**config.mk**
```make
export PLATFORM = sky130hd
export DESIGN_NAME = tty_input_arbiter
export DESIGN_NICKNAME = d
export VERILOG_FILES = /design/src/rtl/pdp1_tty_pkg.sv /design/src/rtl/tty_rr_arb2.sv /design/src/rtl/tty_input_arbiter.sv
export SDC_FILE = /design/constraint.sdc
export NUM_CORES = 1
export LEC_CHECK = 0
export ABC_AREA = 1
export CORE_MARGIN = 1.5
export CORE_UTILIZATION = 50
export DETAILED_ROUTE_END_ITERATION = 16
export GPL_TIMING_DRIVEN = 0
export HOLD_SLACK_MARGIN = 0.15
export PLACE_DENSITY_LB_ADDON = 0.12
export RECOVER_POWER = 25
export SLEW_MARGIN = 20
export SYNTH_ARGS = -nofsm -noshare
export SYNTH_HDL_FRONTEND = slang
export SYNTH_SLANG_ARGS = --single-unit
```
**constraint.sdc**
```tcl
create_clock -name clk -period 3.4 [get_ports clk]
set_input_delay 0.68 -clock clk [delete_from_list [all_inputs] [get_ports clk]]
set_output_delay 0.68 -clock clk [all_outputs]
set_load 0.02 [all_outputs]
```
**src/rtl/pdp1_tty_pkg.sv**
```systemverilog
// Shared state type, FIO-DEC case codes and defaults for the PDP-1 typewriter input path.
package pdp1_tty_pkg;

  typedef enum logic [1:0] {
    IDLE,
    SHIFT,
    CHAR,
    DONE
  } tty_state_e;

  localparam logic [5:0]  FIODEC_LOWER           = 6'o72;
  localparam logic [5:0]  FIODEC_UPPER           = 6'o74;
  localparam logic [23:0] DEFAULT_TIMEOUT_CYCLES = 24'd1_000_000;

  function automatic logic is_case_code(input logic [5:0] code);
    return (code == FIODEC_LOWER) || (code == FIODEC_UPPER);
  endfunction

  // Case-change code carries the target case in bit 6, like any other character.
  function automatic logic [6:0] shift_code(input logic upper);
    return {upper, (upper ? FIODEC_UPPER : FIODEC_LOWER)};
  endfunction

endpackage

```
**src/rtl/tty_rr_arb2.sv**
```systemverilog
// Two-way round-robin arbiter; on a tie the requester not granted last wins.
module tty_rr_arb2 (
  input  logic       clk,
  input  logic       rst_n,
  input  logic [1:0] req_i,
  input  logic       update_i,
  output logic [1:0] grant_o
);

  logic last_b_q;
  logic last_b_d;

  always_comb begin
    grant_o = 2'b00;
    case (req_i)
      2'b01:   grant_o = 2'b01;
      2'b10:   grant_o = 2'b10;
      2'b11:   grant_o = last_b_q ? 2'b01 : 2'b10;
      default: grant_o = 2'b00;
    endcase
  end

  always_comb begin
    last_b_d = last_b_q;
    if (update_i && (grant_o != 2'b00)) begin
      last_b_d = grant_o[1];
    end
  end

  // Reset to "B granted last" so requester A wins the first tie.
  always_ff @(posedge clk or negedge rst_n) begin
    if (!rst_n) begin
      last_b_q <= 1'b1;
    end else begin
      last_b_q <= last_b_d;
    end
  end

endmodule

```
**src/rtl/tty_input_arbiter.sv**
```systemverilog
// Merges two character sources into the CPU typewriter read port, tracking case.
// Define TTY_AUTO_CASE_EN to insert case-shift codes automatically before characters.
module tty_input_arbiter
  import pdp1_tty_pkg::*;
#(
  parameter logic [23:0] TIMEOUT_CYCLES = DEFAULT_TIMEOUT_CYCLES
) (
  input  logic       clk,
  input  logic       reset_n,
  input  logic       a_req,
  input  logic [6:0] a_char,
  output logic       a_ack,
  input  logic       b_req,
  input  logic [6:0] b_char,
  output logic       b_ack,
  output logic       kbd_read_strobe,
  output logic [6:0] kbd_char_out,
  input  logic       key_was_processed,
  output logic       current_case,
  output logic       timeout_err
);

  tty_state_e  state_q,  state_d;
  logic [6:0]  char_q,   char_d;
  logic        gnt_b_q,  gnt_b_d;
  logic        strobe_q, strobe_d;
  logic [6:0]  out_q,    out_d;
  logic        case_q,   case_d;
  logic [23:0] cnt_q,    cnt_d;
  logic        a_ack_q,  a_ack_d;
  logic        b_ack_q,  b_ack_d;
  logic        tout_q,   tout_d;
  logic        kwp_q;

  logic [1:0]  grant;
  logic        arb_update;
  logic [6:0]  sel_char;
  logic        need_shift;
  logic        kwp_rise;
  logic        timeout_hit;

  tty_rr_arb2 u_arb (
    .clk      (clk),
    .rst_n    (reset_n),
    .req_i    ({b_req, a_req}),
    .update_i (arb_update),
    .grant_o  (grant)
  );

  assign sel_char    = grant[1] ? b_char : a_char;
  assign kwp_rise    = key_was_processed && !kwp_q;
  assign timeout_hit = strobe_q && (cnt_q == (TIMEOUT_CYCLES - 24'd1));

`ifdef TTY_AUTO_CASE_EN
  assign need_shift = !is_case_code(sel_char[5:0]) && (sel_char[6] != case_q);
`else
  assign need_shift = 1'b0;
`endif

  always_comb begin
    state_d    = state_q;
    char_d     = char_q;
    gnt_b_d    = gnt_b_q;
    strobe_d   = strobe_q;
    out_d      = out_q;
    case_d     = case_q;
    cnt_d      = strobe_q ? (cnt_q + 24'd1) : cnt_q;
    a_ack_d    = 1'b0;
    b_ack_d    = 1'b0;
    tout_d     = 1'b0;
    arb_update = 1'b0;

    case (state_q)
      IDLE: begin
        if (grant != 2'b00) begin
          arb_update = 1'b1;
          gnt_b_d    = grant[1];
          char_d     = sel_char;
          strobe_d   = 1'b1;
          cnt_d      = '0;
          if (need_shift) begin
            state_d = SHIFT;
            out_d   = shift_code(sel_char[6]);
          end else begin
            state_d = CHAR;
            out_d   = sel_char;
          end
        end
      end

      SHIFT: begin
        if (kwp_rise) begin
          strobe_d = 1'b0;
          case_d   = char_q[6];
          state_d  = CHAR;
        end else if (timeout_hit) begin
          strobe_d = 1'b0;
          tout_d   = 1'b1;
          a_ack_d  = !gnt_b_q;
          b_ack_d  = gnt_b_q;
          state_d  = DONE;
        end
      end

      // Strobe is low on entry only after a shift, leaving one dead cycle before the character.
      CHAR: begin
        if (!strobe_q) begin
          strobe_d = 1'b1;
          out_d    = char_q;
          cnt_d    = '0;
        end else if (kwp_rise) begin
          strobe_d = 1'b0;
          a_ack_d  = !gnt_b_q;
          b_ack_d  = gnt_b_q;
          if (is_case_code(char_q[5:0])) begin
            case_d = (char_q[5:0] == FIODEC_UPPER);
          end
          state_d = DONE;
        end else if (timeout_hit) begin
          strobe_d = 1'b0;
          tout_d   = 1'b1;
          a_ack_d  = !gnt_b_q;
          b_ack_d  = gnt_b_q;
          state_d  = DONE;
        end
      end

      DONE: begin
        state_d = IDLE;
      end

      default: begin
        state_d = IDLE;
      end
    endcase
  end

  always_ff @(posedge clk or negedge reset_n) begin
    if (!reset_n) begin
      state_q  <= IDLE;
      char_q   <= '0;
      gnt_b_q  <= 1'b0;
      strobe_q <= 1'b0;
      out_q    <= '0;
      case_q   <= 1'b0;
      cnt_q    <= '0;
      a_ack_q  <= 1'b0;
      b_ack_q  <= 1'b0;
      tout_q   <= 1'b0;
      kwp_q    <= 1'b0;
    end else begin
      state_q  <= state_d;
      char_q   <= char_d;
      gnt_b_q  <= gnt_b_d;
      strobe_q <= strobe_d;
      out_q    <= out_d;
      case_q   <= case_d;
      cnt_q    <= cnt_d;
      a_ack_q  <= a_ack_d;
      b_ack_q  <= b_ack_d;
      tout_q   <= tout_d;
      kwp_q    <= key_was_processed;
    end
  end

  assign kbd_read_strobe = strobe_q;
  assign kbd_char_out    = out_q;
  assign current_case    = case_q;
  assign a_ack           = a_ack_q;
  assign b_ack           = b_ack_q;
  assign timeout_err     = tout_q;

endmodule

```
**Word-level counts from Yosys, hierarchy flattened**

Cells that the tools add are included.

- Equality and inequality tests: 16
- Reduce and logical (&&, ||, !) cells: 16
- Muxes and demuxes: 44
- Add/subtract/negate cells: 1

Operators with widths:

| operator | count |
|---|---|
| 2-to-1 mux 24 bit | 3 |
| case mux 24 bit (2 select lines) | 1 |
| adder 24 x 1 -> 24 bit (second input constant) | 1 |
| == test 24 x 20 -> 1 bit (second input constant) | 1 |
| 2-to-1 mux 1 bit | 23 |
| 2-to-1 mux 7 bit | 3 |
| case mux 7 bit (2 select lines) | 1 |
| == test 6 bit (second input constant) | 2 |
| 2-to-1 mux 2 bit | 6 |
| != test 2 bit (second input constant) | 6 |
| == test 2 bit (second input constant) | 4 |
| case mux 1 bit (2 select lines) | 4 |
| case mux 2 bit (4 select lines) | 1 |
| case mux 2 bit (3 select lines) | 1 |
| AND reduction 3 bit | 2 |
| nonzero test 2 bit | 3 |
| AND reduction 5 bit | 1 |
| == test 2 x 1 -> 1 bit (second input constant) | 2 |
| AND reduction 2 bit | 2 |
| logical AND 1 bit | 3 |
| != test 3 bit (second input constant) | 1 |
| case mux 1 bit (3 select lines) | 1 |
| nonzero test 3 bit | 1 |
| logical NOT 1 bit | 2 |
| other kinds (2) | 2 |

- Flip-flop bits (word level): 48
- Input port bits: 19
- Word-level logic and storage cells: 89

**Longest topological paths before layout**

- Depth after elaboration: 6
- Depth in mapped cells: 11
- Gate-level depth less buffers: 11

**Hierarchy**

Synthesis repeated with hierarchy kept, for this count alone.

- Cell total of the unflattened synthesis: 343
- Area total of the unflattened synthesis: 2,748.9 um^2

Modules (own cells, without submodules):

| module | sequential area each (um^2) | area each (um^2) | times used | cells an instance |
|---|---|---|---|---|
| tty_input_arbiter | 1,176.1 | 2,687.6 | 1 | 335 |
| tty_rr_arb2 | 26.3 | 61.3 | 1 | 8 |

**Worst setup path before layout**

OpenSTA, ideal clock, no wires.

- Kind: input to register
- From: in a_req
- To: reg out_q[3], in the netlist kbd_char_out[3]
- Cell stages on the path: 9
- Arrival time: 1,490 ps
- Slack: 1,786 ps
- Library setup time: 124 ps
- Data required time: 3,276 ps
- Cell sequence: nor2_1 inv_1 nor2_2 a21oi_2 nand2_1 inv_2 buf_4 o211ai_1 nand2_1

- Cells in the longest elaborated chain, start to end: 5
- Elaborated cells between the ends (all ways): 10
- Classes of those cells: eq/ne: 4; mux: 4; reduce/logical: 2

Ends and longest elaborated chain:

| what | line | RTL |
|---|---|---|
| from (decl) | tty_input_arbiter.sv:10 | `input logic a_req,` |
| == test 2 bit or == test 2 x 1 -> 1 bit (tied branches) | tty_rr_arb2.sv:15 | `case (req_i)` |
| case mux 2 bit (3 select lines) * | tty_rr_arb2.sv:15 |  |
| 2-to-1 mux 7 bit or nonzero test 2 bit (tied branches) | tty_input_arbiter.sv:50, tty_input_arbiter.sv:75 |  |
| 2-to-1 mux 7 bit or != test 2 bit (tied branches) | - |  |
| case mux 7 bit (2 select lines) or AND reduction 3 bit (tied branches) | - |  |
| to (signal assigned) | tty_input_arbiter.sv:156 | `out_q <= out_d;` |
| to (decl) | tty_input_arbiter.sv:27 | `logic [6:0] out_q, out_d;` |

Mark *: on every way between the ends. The rest lies on a longest branch, timed or not. The select of a mux whose other input is x is not followed.
A chain may end at the register's enable or synchronous reset.

**Worst setup path in the final report**

- From: reg strobe_q, in the netlist kbd_read_strobe
- To: out kbd_read_strobe

RTL lines:

| what | line | RTL |
|---|---|---|
| from (decl) | tty_input_arbiter.sv:26 | `logic strobe_q, strobe_d;` |
| from (signal assigned) | tty_input_arbiter.sv:155 | `strobe_q <= strobe_d;` |
| to (decl) | tty_input_arbiter.sv:16 | `output logic kbd_read_strobe,` |

No word-level cell between the ends.

==> qor.tcl <==
set qor(status) {complete, no violations}
set qor(worstHoldStart) {gnt_b_q}
set qor(synth_compound_area_share_pct) 11.6
set qor(wl_per_instance_microns) 11.9
set qor(tritoncts) {done}
set qor(floorplan.io_pins) 31
set qor(path_clk_slew_ps) 90
set qor(num_rows) 26
set qor(cp.required_ps) 2720
set qor(detail_route.wirelength_mm) 5.67
set qor(max_slew_violations) 0
set qor(timing.critical_path.slowest_cell_delay_ps) 620
set qor(detailed_place_hpwl_mm) 4.45
set qor(highest-signal-layer) {met4}
set qor(worstReg2RegStart) {state_q[0]}
set qor(minimum_clock_period_ps) 1990
set qor(worst_hold_path.num_cells) 1
set qor(maxCapViolCount) 0
set qor(crit-reg2reg-capture) {kbd_char_out[3]}
set qor(synth.distinct_cells) 33
set qor(finalNetCount) 429
set qor(layout.cells.most_common_list) {sky130_fd_sc_hd__nand2_1, sky130_fd_sc_hd__inv_1, sky130_fd_sc_hd__dfrtp_1, sky130_fd_sc_hd__nor2_1, sky130_fd_sc_hd__o21ai_0}
set qor(grt_remaining_overflow) 0
set qor(hold-worst-slack_ps) 432
set qor(cts-hold-fix-buffers) 0
set qor(power_density_nw_per_um2) 706
set qor(yosys_register_bits) 48
set qor(post_synth_inst_count) 366
set qor(crit_buf_inv) 1
set qor(cts.htree.levels) 2
set qor(synth-warning-count) 0
set qor(post_synth_and_or_nand_nor_area_fraction_pct) 32.5
set qor(timing.critical_path.cells) {clkdlybuf4s50_1}
set qor(insertedDiodeCount) 0
set qor(cts_inserted_buffers) 5
set qor(clock_tree.root_cell) {sky130_fd_sc_hd__clkbuf_8}
set qor(drt_drc) 0
set qor(mux_cell_area_share_after_synthesis_pct) 0
set qor(met3_routed_wirelength_microns) 138
set qor(clock_skew_ps) 10.3
set qor(dr_wl_met2_mm) 2.87
set qor(drive_gt1_share_pct) 10.4
set qor(post_synth_fa_ha_maj_area_fraction_pct) 2.74
set qor(critPathTopFamily) {buffers and inverters}
set qor(core_area_sq_um) 5200
set qor(drt-pass1-iter-count) 4
set qor(first_global_vias) 2356
set qor(power.ir.vdd_worst_mv) 0.496
set qor(criticalPathCategory) {reg -> out}
set qor(synth_nets) 391
set qor(syn_avg_cell_area_sq_um) 7.49
set qor(buffer_levels_on_the_longest_clock_path) 2
set qor(grt_usage_pct) 21.4
set qor(worst_setup_path_end_kind) {primary output}
set qor(post_dr_vias_cell) 4.93
set qor(area_growth_pct) 18.1
set qor(worst_path_max_delay_cell) {sky130_fd_sc_hd__clkdlybuf4s50_1}
set qor(cts.repair_timing.setup_buffer_count) 0
set qor(timing.critical_path.arrival_ps) 1310
set qor(start_util_pct) 52.6
set qor(mappedNetlistArea_sq_um) 2740
set qor(holdCritPathClass) {reg -> reg}
set qor(gpl.final_weighted_congestion) 0.846
set qor(drt_iter0_drc) 93
set qor(grt_start_max_net_pins) 26
set qor(final_layout_setup_total_negative_slack_ps) 0
set qor(r2r_cells) 10
set qor(worst_skew_pair.late_latency_ps) 300
set qor(antenna_found_initial) 0
set qor(share_of_the_synthesized_netlist_area_taken_by_xor_and_xnor_gates_pct) 0.639
set qor(whs_endpoint) {a_ack}
set qor(seq_total_area_yosys_pct) 43.9
set qor(p_leak_nw) 1.53
set qor(critical_path_peak_fanout) 3
set qor(num_vias) 2341
set qor(ant_nets) 0
set qor(final_core_util_pct) 62.2
set qor(design.die.area_sq_um) 5930
set qor(fmax_ghz) 0.504
set qor(floorplan.die.width_microns) 77.0
set qor(r2r_setup_slack_ps) 1530
set qor(fin_crit_sh_pct) 58.4
set qor(post_cts_resized) 0
set qor(grt_pass1_wl_mm) 10.3
set qor(setup-violations-final) 0
set qor(main_combinational_cell_family_by_area_after_synthesis) {simple AND/OR/NAND/NOR gates}
set qor(final-hold-violation-count) 0
set qor(tightest_slew_ps) 1360
set qor(worst_setup_path_start_kind) {flip-flop}
set qor(wirelength_met1_mm) 2.65
set qor(slew_headroom_pct) 9.19
set qor(layout_commonest_cell) {sky130_fd_sc_hd__nand2_1}
set qor(die_h_microns) 77.0
set qor(rsz0062_at_grt) {no}
set qor(tritoncts_num_sinks) 48
set qor(io_buffers) 30
## worst max path at each step
| stage | start | to | cells after the start |
|---|---|---|---|
| after floorplan | a_req | kbd_char_out[3] | 9 |
| after global placement | reset_n | char_q[5] | 1 |
| after detailed placement | a_req | cnt_q[8] | 9 |
| after CTS | kbd_read_strobe | kbd_read_strobe | 1 |
| after global routing | a_req | cnt_q[12] | 9 |
| final | kbd_read_strobe | kbd_read_strobe | 1 |
## cells in the mapped netlist
master | n | area share, %
sky130_fd_sc_hd__a21boi_0 | 1 | 0.27
sky130_fd_sc_hd__a21oi_1 | 14 | 2.6
sky130_fd_sc_hd__a21oi_2 | 1 | 0.32
sky130_fd_sc_hd__buf_2 | 1 | 0.18
sky130_fd_sc_hd__buf_4 | 3 | 0.82
sky130_fd_sc_hd__buf_6 | 1 | 0.41
sky130_fd_sc_hd__clkbuf_1 | 2 | 0.27
sky130_fd_sc_hd__dfrtp_1 | 47 | 43
sky130_fd_sc_hd__dfstp_2 | 1 | 0.96
sky130_fd_sc_hd__ha_1 | 6 | 2.7
sky130_fd_sc_hd__inv_1 | 48 | 6.6
sky130_fd_sc_hd__inv_2 | 3 | 0.41
sky130_fd_sc_hd__nand2_1 | 101 | 14
sky130_fd_sc_hd__nand2_2 | 2 | 0.46
sky130_fd_sc_hd__nand3_1 | 16 | 2.9
sky130_fd_sc_hd__nand3_2 | 3 | 1.1
sky130_fd_sc_hd__nand3b_1 | 1 | 0.27
sky130_fd_sc_hd__nand4_1 | 5 | 1.1
sky130_fd_sc_hd__nand4_4 | 1 | 0.78
sky130_fd_sc_hd__nor2_1 | 40 | 5.5
sky130_fd_sc_hd__nor2_2 | 7 | 1.6
sky130_fd_sc_hd__nor2_4 | 2 | 0.82
sky130_fd_sc_hd__nor3_1 | 7 | 1.3
sky130_fd_sc_hd__nor3_2 | 1 | 0.37
sky130_fd_sc_hd__nor3_4 | 1 | 0.59
sky130_fd_sc_hd__nor4_1 | 1 | 0.23
sky130_fd_sc_hd__o211ai_1 | 8 | 2.2
sky130_fd_sc_hd__o21a_1 | 2 | 0.55
sky130_fd_sc_hd__o21ai_0 | 29 | 5.3
sky130_fd_sc_hd__o21ai_1 | 1 | 0.18
sky130_fd_sc_hd__o22ai_1 | 1 | 0.23
sky130_fd_sc_hd__or2_2 | 7 | 1.6
sky130_fd_sc_hd__xnor2_1 | 2 | 0.64
## worst reg2reg max path, cell delays in order, from the launching register on
cell and delay [ps]:
sky130_fd_sc_hd__dfrtp_1 410, sky130_fd_sc_hd__inv_1 120, sky130_fd_sc_hd__ha_1 170, sky130_fd_sc_hd__buf_4 170, sky130_fd_sc_hd__inv_2 100, sky130_fd_sc_hd__a21oi_2 210
sky130_fd_sc_hd__nand2_1 120, sky130_fd_sc_hd__inv_2 130, sky130_fd_sc_hd__buf_4 190, sky130_fd_sc_hd__o211ai_1 110, sky130_fd_sc_hd__nand2_1 80
## per-stage QoR
stage	cell area, sq um	instances	total power, mW	worst slack, ps
floorplan	2740	366	1.59	1790
global placement	3130	466	1.92	250
detailed placement	3140	467	1.96	1110
CTS	3240	475	2.31	1400
global route	3240	475	2.49	1290
finish	3240	475	2.28	1410
## state kept, by name (all words and copies together), names as in the netlist
name             count
gnt_b_q              1
cnt_q               24
char_q               7
kwp_q                1
current_case         1
kbd_read_strobe      1
kbd_char_out         7
state_q              2
a_ack                1
timeout_err          1
b_ack                1
u_arb.last_b_q       1
## power by group
| part | total [mW] | switching [mW] | internal [mW] |
|---|---|---|---|
| clock network | 0.352 | 0.187 | 0.166 |
| registers | 0.829 | 0.106 | 0.723 |
| logic | 1.10 | 0.666 | 0.436 |
## kinds of logic after synthesis
| logic type | after synthesis |
|---|---|
| xor gates and xnor gates | 2 |
| buffers and inverters | 58 |
| adders and majority gates | 6 |
| DFF | 48 |
| AOI/OAI and AO/OA | 57 |
| and+or+nand+nor | 195 |
## layer usage
layer,track usage [%],vias to the layer above
li1,-,1239
met1,26.6,1068
met2,38.8,32
met3,3.21,2
met4,5.27,0
met5,0,-
## cell type report
class	count	area (sq um)
Timing Repair Buffer	31	314
Fill cell	521	1970
Clock buffer	7	86.3
Sequential cell	48	1200
Tap cell	70	87.6
Buffer	7	46.3
Inverter	51	191
Multi-Input combinational cell	260	1300
Clock inverter	1	7.51
Note: power is estimated with default switching activity, not from simulation.
